### src/rtl/ps2_pkg.sv
// Shared types and constants for the PS/2 frame receiver.
package ps2_pkg;

    typedef enum logic [1:0] {
        ST_IDLE  = 2'd0,
        ST_SHIFT = 2'd1,
        ST_CHECK = 2'd2
    } state_t;

    localparam int unsigned FRAME_DATA_BITS  = 8;
    localparam int unsigned FRAME_SHIFT_BITS = 10;

    // Odd parity holds when data plus parity bit carry an odd number of ones.
    function automatic logic odd_parity_ok(input logic [FRAME_DATA_BITS:0] v);
        return ^v;
    endfunction

endpackage

### src/rtl/ps2_clk_filter.sv
// Line conditioning: 2-flop synchronisers, ps2c deglitch filter, falling-edge pulse.
module ps2_clk_filter #(
    parameter int unsigned FILTER_LEN = 8
) (
    input  logic i_clk,
    input  logic i_rst,
    input  logic i_ps2c,
    input  logic i_ps2d,
    output logic o_ps2d_sync,
    output logic o_fall_edge
);

    logic [1:0]            r_c_sync;
    logic [1:0]            r_d_sync;
    logic [FILTER_LEN-1:0] r_sr;
    logic                  r_filt;
    logic                  r_fall;
    logic                  w_filt_next;

    // Filtered level only moves once the whole window agrees.
    always_comb begin
        w_filt_next = r_filt;
        if (&r_sr) begin
            w_filt_next = 1'b1;
        end else if (~|r_sr) begin
            w_filt_next = 1'b0;
        end
    end

    // Synchronisers, filter window, filtered level and edge pulse; idle line is high.
    always_ff @(posedge i_clk or posedge i_rst) begin
        if (i_rst) begin
            r_c_sync <= 2'b11;
            r_d_sync <= 2'b11;
            r_sr     <= '1;
            r_filt   <= 1'b1;
            r_fall   <= 1'b0;
        end else begin
            r_c_sync <= {r_c_sync[0], i_ps2c};
            r_d_sync <= {r_d_sync[0], i_ps2d};
            r_sr     <= {r_sr[FILTER_LEN-2:0], r_c_sync[1]};
            r_filt   <= w_filt_next;
            r_fall   <= r_filt & ~w_filt_next;
        end
    end

    assign o_ps2d_sync = r_d_sync[1];
    assign o_fall_edge = r_fall;

endmodule

### src/rtl/ps2_rx_frame.sv
// PS/2 frame receiver: start, 8 data bits LSB first, odd parity, stop.
module ps2_rx_frame
    import ps2_pkg::*;
#(
    parameter int unsigned FILTER_LEN     = 8,
    parameter int unsigned TIMEOUT_CYCLES = 100000
) (
    input  logic       clk_Nexys,
    input  logic       Reset,
    input  logic       ps2c,
    input  logic       ps2d,
    input  logic       rx_en,
    output logic [7:0] byte_dato,
    output logic       scan_done_tick,
    output logic       parity_err,
    output logic       frame_err,
    output logic       busy
);

    localparam int unsigned CNT_W = 4;
    localparam int unsigned TO_W  = $clog2(TIMEOUT_CYCLES + 1);

    state_t                      r_state, w_state_next;
    logic [CNT_W-1:0]            r_bit_cnt, w_bit_cnt_next;
    logic [TO_W-1:0]             r_to_cnt, w_to_cnt_next;
    logic [FRAME_SHIFT_BITS-1:0] r_shift, w_shift_next;
    logic [FRAME_DATA_BITS-1:0]  r_byte, w_byte_next;
    logic                        r_tick, w_tick_next;
    logic                        r_perr, w_perr_next;
    logic                        r_ferr, w_ferr_next;
    logic                        r_busy, w_busy_next;
    logic                        w_ps2d_sync;
    logic                        w_fall_edge;

    ps2_clk_filter #(
        .FILTER_LEN (FILTER_LEN)
    ) u_filt (
        .i_clk       (clk_Nexys),
        .i_rst       (Reset),
        .i_ps2c      (ps2c),
        .i_ps2d      (ps2d),
        .o_ps2d_sync (w_ps2d_sync),
        .o_fall_edge (w_fall_edge)
    );

    // Next-state, counters, shift register and result pulses.
    always_comb begin
        w_state_next   = r_state;
        w_bit_cnt_next = r_bit_cnt;
        w_to_cnt_next  = r_to_cnt;
        w_shift_next   = r_shift;
        w_byte_next    = r_byte;
        w_tick_next    = 1'b0;
        w_perr_next    = 1'b0;
        w_ferr_next    = 1'b0;

        unique case (r_state)
            ST_IDLE: begin
                if (w_fall_edge && rx_en && !w_ps2d_sync) begin
                    w_state_next   = ST_SHIFT;
                    w_bit_cnt_next = CNT_W'(FRAME_SHIFT_BITS);
                    w_to_cnt_next  = '0;
                end
            end
            ST_SHIFT: begin
                if (w_fall_edge) begin
                    w_shift_next   = {w_ps2d_sync, r_shift[FRAME_SHIFT_BITS-1:1]};
                    w_bit_cnt_next = r_bit_cnt - CNT_W'(1);
                    w_to_cnt_next  = '0;
                    if (r_bit_cnt == CNT_W'(1)) begin
                        w_state_next = ST_CHECK;
                    end
                end else if (r_to_cnt == TO_W'(TIMEOUT_CYCLES - 1)) begin
                    w_ferr_next  = 1'b1;
                    w_state_next = ST_IDLE;
                end else begin
                    w_to_cnt_next = r_to_cnt + TO_W'(1);
                end
            end
            ST_CHECK: begin
                w_state_next = ST_IDLE;
                if (!r_shift[FRAME_SHIFT_BITS-1]) begin
                    w_ferr_next = 1'b1;
                end else if (!odd_parity_ok(r_shift[FRAME_DATA_BITS:0])) begin
                    w_perr_next = 1'b1;
                end else begin
                    w_byte_next = r_shift[FRAME_DATA_BITS-1:0];
                    w_tick_next = 1'b1;
                end
            end
            default: begin
                w_state_next = ST_IDLE;
            end
        endcase

        w_busy_next = (w_state_next != ST_IDLE);
    end

    // State and registered outputs.
    always_ff @(posedge clk_Nexys or posedge Reset) begin
        if (Reset) begin
            r_state   <= ST_IDLE;
            r_bit_cnt <= '0;
            r_to_cnt  <= '0;
            r_shift   <= '0;
            r_byte    <= '0;
            r_tick    <= 1'b0;
            r_perr    <= 1'b0;
            r_ferr    <= 1'b0;
            r_busy    <= 1'b0;
        end else begin
            r_state   <= w_state_next;
            r_bit_cnt <= w_bit_cnt_next;
            r_to_cnt  <= w_to_cnt_next;
            r_shift   <= w_shift_next;
            r_byte    <= w_byte_next;
            r_tick    <= w_tick_next;
            r_perr    <= w_perr_next;
            r_ferr    <= w_ferr_next;
            r_busy    <= w_busy_next;
        end
    end

    assign byte_dato      = r_byte;
    assign scan_done_tick = r_tick;
    assign parity_err     = r_perr;
    assign frame_err      = r_ferr;
    assign busy           = r_busy;

endmodule

### config.mk
export PLATFORM = sky130hd
export DESIGN_NAME = ps2_rx_frame
export DESIGN_NICKNAME = d
export VERILOG_FILES = /design/src/rtl/ps2_pkg.sv /design/src/rtl/ps2_clk_filter.sv /design/src/rtl/ps2_rx_frame.sv
export SDC_FILE = /design/constraint.sdc
export NUM_CORES = 1
export LEC_CHECK = 0
export ABC_AREA = 1
export CAP_MARGIN = 25
export CORE_MARGIN = 2
export CORE_UTILIZATION = 45
export DETAILED_ROUTE_END_ITERATION = 8
export SLEW_MARGIN = 20
export SYNTH_ARGS = -nofsm -noshare
export SYNTH_HDL_FRONTEND = slang
export SYNTH_SLANG_ARGS = --single-unit
### constraint.sdc
create_clock -name clk_Nexys -period 3.15 [get_ports clk_Nexys]
set_input_delay 0.315 -clock clk_Nexys [delete_from_list [all_inputs] [get_ports clk_Nexys]]
set_output_delay 0.315 -clock clk_Nexys [all_outputs]
set_load 0.05 [all_outputs]
==> results.ini, run 1 <==
[floorplan]
initial_core_util=0.460
die-area_sq_mm=0.00712
die_w_microns=84.4
core_sq_mm=0.00631
num_io_pins=17
rows=29
die_y_microns=84.4

[drt]
dr.pass1.iters=4
routedWlPerCell_microns=12.1
drc_errors=0
viasPerCell=4.85
ant_nets=0
routed_wirelength_microns=5260
drt_iter0_drc=93
num_vias=2103

[setup_path]
critPathKind=reg -> reg
path_max_fanout=17
crit_path_start=r_state[1]
r2r-start=r_state[1]
ff2ff_path_depth=6
endpoint_kind=register
required_ps=3390
worstPathArrival_ps=2180
start_kind=register

[global_route]
overflow=0
grt_max_degree=39
grt_antenna_before_repair=0
grt_pass1_wl_microns=9240
grt_pass1_vias=2036
grt.total_usage=0.164

[clock_network]
clock_latency_ps=340
clk_pin_slew_ps=70
post_cts.resized_instances=0
cts_hold_buf=0
cts_setup_buffers=0
clockBufferDepth=2
htree_levels=3
cts_made_buffers=9
tritoncts=yes
cts.sinks=59
cts-root-buf=clkbuf_8

[logic_synthesis]
synth_area_leaders=dfrtp_1 40%, dfstp_2 12%, nand2_1 11%, inv_1 5.0%, xor2_1 4.5%
async_flop_share=1.00
syn_nets=339
synth.area.mux_share=0
seq_area_frac_synth=0.514
synth_area_sq_mm=0.00291
synthSimpleGateAreaFrac=0.253
synth_top_cell_area_share=0.396
synth_top_family_by_area=simple AND/OR/NAND/NOR gates
yosys.area.top_type=dfrtp_1
synth_xor_area_frac=0.0482
synth_cell_type_count=35
synth-compound-area-share=0.0900
synth_cells=328
synth-edff-count=0
yosys_warnings=0
ys.flop_type=dfrtp_1
avgSynthCellArea_sq_um=8.86
ys_ff_latch=59
synthAdderAreaFrac=0.0258

[power_and_ir_drop]
total_power_mw=2.02
leakagePower_nw=1.54
max-vdd-ir-drop_mv=0.369
p_per_area_mw_per_mm2=607

[placed_design]
io_buffers=16
post-dp-hpwl_microns=3680
gp_congestion=0.757
placed_cell_area_sq_mm=0.00313

[sta]
period_minus_slack_ps=1940
finalSetupViolCount=0
tightestPinTransition_ps=573
maxSlewHeadroom=0.617
hold_viol=0
fmax_ghz=0.517
skew_ps=5.68
maxSlewViolCount=0
period_share=0.614
fin_tns_setup_ps=0
rsz0062_at_grt=false

[cells_and_area]
diodes=0
areaGrowthSynthToFinish_pct=14.6
post-route-util=0.528
drive_gt1_frac=0.157
finalInstanceArea_sq_mm=0.00333
layout.nets=363

[outcome]
status=completed

[hold_path]
min_path_type=in -> async

[job]
maxCapViolations=0

## worst paths after layout
path	endpoint	slack, ps
worst max-delay path	r_to_cnt[11]	1210
worst min-delay path	r_to_cnt[14]	340
worst max register to register	r_to_cnt[11]	1210
worst min register to register	u_filt.r_d_sync[1]	360
max in group asynchronous	u_filt.r_sr[7]	2390
min in group clk_Nexys	u_filt.r_d_sync[1]	360
## registers in the layout, summed over array words and instances (netlist names)
register / cells
u_filt.o_fall_edge: 1
r_state: 2
r_to_cnt: 17
r_shift: 10
u_filt.r_filt: 1
busy: 1
u_filt.r_d_sync: 2
scan_done_tick: 1
parity_err: 1
byte_dato: 8
u_filt.r_sr: 8
u_filt.r_c_sync: 2
frame_err: 1
r_bit_cnt: 4
## final cells by class
class / instances / area (sq um)
fill: 596 / 2980
clock buffer: 9 / 124
inverter: 41 / 154
timing repair buffer: 18 / 175
tap: 77 / 96.3
multi-input combinational: 223 / 1210
sequential: 59 / 1490
clock inverter: 7 / 76.3
## cells by family (layout without fill, tap and decap cells)
family                   after synthesis  in the layout
flip-flops                            59             59
AO/OA/AOI/OAI                         41             41
adder cells (fa/ha/maj)                6              6
AND/OR/NAND/NOR                      160            160
XOR/XNOR                              16             16
buffers and inverters                 46             75
## cells in the final DEF (no fill, tap or decap), types with 4 or more instances in the layout
cell / count
nand2_1: 87
dfrtp_1: 46
inv_1: 38
nor2_1: 27
o21ai_0: 20
nand3_1: 16
clkdlybuf4s50_1: 16
xor2_1: 15
dfstp_2: 13
nand4_1: 11
o21ai_2: 10
clkbuf_8: 9
a21oi_1: 6
ha_1: 6
nand3_2: 5
nor3_1: 4
## cells in the mapped netlist (2+ instances only)
library cell	count
nand2_1	87
dfrtp_1	46
inv_1	39
nor2_1	27
o21ai_0	20
nand3_1	16
xor2_1	15
dfstp_2	13
nand4_1	11
o21ai_2	10
a21oi_1	6
ha_1	6
nand3_2	5
nor3_1	4
clkbuf_1	2
nand2_2	2
## where the power goes
group	internal, mW	switching [mW]
Sequential	0.843	0.0753
Clock	0.370	0.323
Combinational	0.141	0.272
## metal layers
layer	vias up	share of wire	GRT usage
li1	1102	-	-
met1	965	0.49	0.208
met2	27	0.46	0.269
met3	9	0.035	0.0531
met4	0	0.014	0.0519
met5	-	0	0
## stage by stage
step	std cells	setup slack, ps	hold slack [ps]
5_1_grt	434	1000	355
2_1_floorplan	328	1400	319
3_5_place_dp	418	1190	347
6_report	434	1210	338
4_1_cts	434	1180	341
3_3_place_gp	418	1250	346
## worst max-delay path, cell delays in order (launching register included)
cell and delay, ps:
dfrtp_1 380, inv_1 110, ha_1 330, nor2_1 120, a21oi_4 180, nand3_2 400, o21ai_0 320
No activity file was read; power rests on OpenSTA's default activity.
==> run 2, diff against run 1 <==
- clock period: 3.15 -> 2.01 ns (I/O delays scaled with it)
==> run 2 against run 1 <==
  * Via count increased by 1.7%
  * Clock power increased by 34%
  * Non-clock buffer count is 1 higher
  * Wire length up 1.2%
  * Final area down 0.34%
  * Worst setup slack got worse by 900 ps
==> results.ini, run 2 (same netlist as run 1, synthesis figures left out) <==
[cells_and_area]
diodes=0
drive_gt1_frac=0.156
final_common_cell=nand2_1
largest_register_ffs=17
areaGrowthSynthToFinish_pct=14.2
regArea_sq_mm=0.00149
largest_register=r_to_cnt
reg.largest.list=r_to_cnt x17, r_shift x10
post-route-util=0.526
final_cell_mix=87 x nand2_1, 46 x dfrtp_1, 38 x inv_1
layout.nets=364
fillCellCount=605
multi_input_area_sq_mm=0.00121

[floorplan]
num_io_pins=17
die_w_microns=84.4
die_y_microns=84.4
rows=29
die-area_sq_mm=0.00712
core_sq_mm=0.00631
initial_core_util=0.460

[power_and_ir_drop]
p_per_area_mw_per_mm2=918
leakagePower_nw=1.53
total_power_mw=3.05
max-vdd-ir-drop_mv=0.398

[sta]
period_share=0.844
skew_ps=6.05
fin_tns_setup_ps=0
maxSlewViolCount=0
hold_viol=0
layout_setup_ws_ps=313
tightestPinTransition_ps=524
rsz0062_at_grt=false
fmax_ghz=0.589
period_minus_slack_ps=1700
whs_ps=237
maxSlewHeadroom=0.650
finalSetupViolCount=0

[global_route]
grt_pass1_wl_microns=9520
grt_antenna_before_repair=0
grt_pass1_vias=2063
overflow=0
grt_max_degree=60
grt.total_usage=0.168

[outcome]
status=completed

[drt]
routed_wirelength_microns=5320
drc_errors=0
num_vias=2138
routedWlPerCell_microns=12.2
dr.pass1.iters=4
viasPerCell=4.91
ant_nets=0
drt_iter0_drc=140

[clock_network]
cts_setup_buffers=0
cts.sinks=59
tritoncts=yes
cts_hold_buf=0
htree_levels=3
clock_latency_ps=340
clk_pin_slew_ps=70
cts_made_buffers=9
post_cts.resized_instances=0
clockBufferDepth=2
cts-root-buf=clkbuf_8

[setup_path]
worstPathArrival_ps=1500
worstPathCellList=clkdlybuf4s50_1
critPathTopFamily=buffers and inverters
start_kind=register
endpoint_kind=output port
path_buf_inv=1
slowest_delay_ps=810
required_ps=1810
cp_slowest_cell=clkdlybuf4s50_1
path_max_fanout=2
critPathKind=reg -> out

[placed_design]
gp_congestion=0.803
dp_slack_ps=362
post-dp-hpwl_microns=3730
io_buffers=16

[job]
maxCapViolations=0

[hold_path]
min_path_type=in -> async

[run 2: worst paths after layout]
| check | cells past startpoint | from | end | slack [ps] |
|---|---|---|---|---|
| max | 1 | byte_dato[3] | byte_dato[3] | 310 |
| min | 3 | Reset | r_to_cnt[2] | 240 |
| max reg2reg | 8 | r_state[0] | r_bit_cnt[1] | 370 |
| min reg2reg | 0 | u_filt.r_c_sync[1] | u_filt.r_sr[0] | 360 |
| max in group asynchronous | 3 | Reset | u_filt.r_d_sync[0] | 1460 |
| min in group clk_Nexys | 1 | ps2d | u_filt.r_d_sync[0] | 270 |
[run 2: layer usage]
metal / GRT usage / share of wire / vias up
li1: - / - / 1105
met1: 0.221 / 0.48 / 987
met2: 0.260 / 0.46 / 40
met3: 0.0472 / 0.044 / 6
met4: 0.0765 / 0.011 / 0
met5: 0 / 0 / -
[run 2: report_power, final]
part / internal, mW / switching, mW
Combinational: 0.238 / 0.439
Clock: 0.446 / 0.482
Sequential: 1.32 / 0.119
[run 2: area by class of cell]
| type | count | area share |
|---|---|---|
| Clock inverter | 6 | 0.0124 |
| Clock buffer | 10 | 0.0384 |
| Timing Repair Buffer | 19 | 0.0588 |
| Multi-Input combinational cell | 223 | 0.365 |
| Sequential cell | 59 | 0.450 |
| Inverter | 41 | 0.0464 |
| Tap cell | 77 | 0.0290 |
[run 2: through the flow]
step | instances | area, sq um
floorplan | 328 | 2910
global placement | 419 | 3150
detailed placement | 419 | 3150
CTS | 435 | 3320
global route | 435 | 3320
finish | 435 | 3320
==> run 3, diff against run 2 <==
- clock period: 2.01 -> 1.7 ns (I/O delays scaled with it)
==> run 3 against run 2 <==
  * Sequential power up 18%
  * Final area up 3.9%
  * Total power up 27%
  * Core utilization up 2.1 points
  * Clock-buffer cell count unchanged
  * Sequential cell count unchanged
  * Clock power up 39%
  * Clock skew about the same
==> results.ini, run 3 (same netlist as run 1, synthesis figures left out) <==
[sta]
whs_ps=208
hold_viol=0
period_minus_slack_ps=1650
maxSlewViolCount=0
skew_ps=6.25
layout_setup_ws_ps=50.0
period_share=0.971
maxSlewHeadroom=0.659
tightestPinTransition_ps=511
fin_tns_setup_ps=0
finalSetupViolCount=0
fmax_ghz=0.606

[floorplan]
core_sq_mm=0.00631
initial_core_util=0.460
die-area_sq_mm=0.00712
die_y_microns=84.4
rows=29
die_w_microns=84.4
num_io_pins=17

[drt]
num_vias=2154
ant_nets=0
routedWlPerCell_microns=12.0
dr.pass1.iters=4
drc_errors=0
viasPerCell=4.90
drt_iter0_drc=89
routed_wirelength_microns=5280

[setup_path]
start_kind=register
critPathTopFamily=buffers and inverters
worstPathArrival_ps=1480
path_buf_inv=1
path_max_fanout=2
required_ps=1530
cp_slowest_cell=clkdlybuf4s50_1
critPathKind=reg -> out
worst-path-stages=1
worstPathCellList=clkdlybuf4s50_1
ff2ff_path_depth=7
slowest_delay_ps=800
endpoint_kind=output port

[power_and_ir_drop]
max-vdd-ir-drop_mv=0.693
leakagePower_nw=1.66
p_per_area_mw_per_mm2=1120
total_power_mw=3.86

[cells_and_area]
finalInstanceArea_sq_mm=0.00345
drive_gt1_frac=0.190
areaGrowthSynthToFinish_pct=18.7
largest_register_ffs=17
fin_cells=440
post-route-util=0.546
reg.largest.list=r_to_cnt x17, r_shift x10
largest_register=r_to_cnt
final_common_cell=nand2_1
layout.nets=369
final_cell_mix=86 x nand2_1, 45 x dfrtp_1, 36 x inv_1
fillCellCount=579
diodes=0

[clock_network]
htree_levels=3
clock_latency_ps=330
clockBufferDepth=2
cts.sinks=59
cts_made_buffers=9
tritoncts=yes
clk_pin_slew_ps=70
cts-root-buf=clkbuf_8

[global_route]
grt_pass1_vias=2027
grt_antenna_before_repair=0
grt.total_usage=0.166
grt_pass1_wl_microns=9410
overflow=0
grt_max_degree=60

[job]
maxCapViolations=0

[placed_design]
post-dp-hpwl_microns=3580
dp_slack_ps=69.6
io_buffers=16
placedCellCount=420
placed_cell_area_sq_mm=0.00317
gp_congestion=0.783

[outcome]
status=completed

[hold_path]
min_path_type=in -> async

## run 3: power by group
| group | internal [mW] | switching [mW] |
|---|---|---|
| clock network | 0.713 | 0.573 |
| logic | 0.340 | 0.531 |
| registers | 1.56 | 0.135 |
## run 3: routing by layer
| metal | vias to the layer above | global-route usage | part of all wire |
|---|---|---|---|
| met5 | - | 0 | 0 |
| met3 | 7 | 0.0482 | 0.032 |
| met4 | 0 | 0.0563 | 0.0081 |
| li1 | 1110 | - | - |
| met2 | 29 | 0.247 | 0.45 |
| met1 | 1008 | 0.235 | 0.51 |
## run 3: area by class of cell
type	instances	area, sq um	area share
Clock buffer	10	138	0.0399
Sequential cell	59	1490	0.433
Tap cell	77	96.3	0.0279
Clock inverter	6	65.1	0.0189
Inverter	41	154	0.0446
Timing Repair Buffer	24	258	0.0747
Multi-Input combinational cell	223	1240	0.361
## run 3: timing repair
| action | in CTS | in global routing |
|---|---|---|
| setup buffers | 0 | 4 |
| setup endpoints to repair | 0 | 30 |
| resized for setup | 0 | 15 |
| hold buffers | 0 | 0 |
## run 3: final timing paths
check	start	endpoint	slack, ps
setup reg to reg	r_to_cnt[1]	r_to_cnt[14]	170
min in group clk_Nexys	ps2d	u_filt.r_d_sync[0]	250
hold / removal	Reset	r_to_cnt[13]	210
hold reg to reg	u_filt.r_c_sync[1]	u_filt.r_sr[0]	350
max in group asynchronous	Reset	u_filt.r_sr[3]	1190
setup / recovery	byte_dato[7]	byte_dato[7]	50
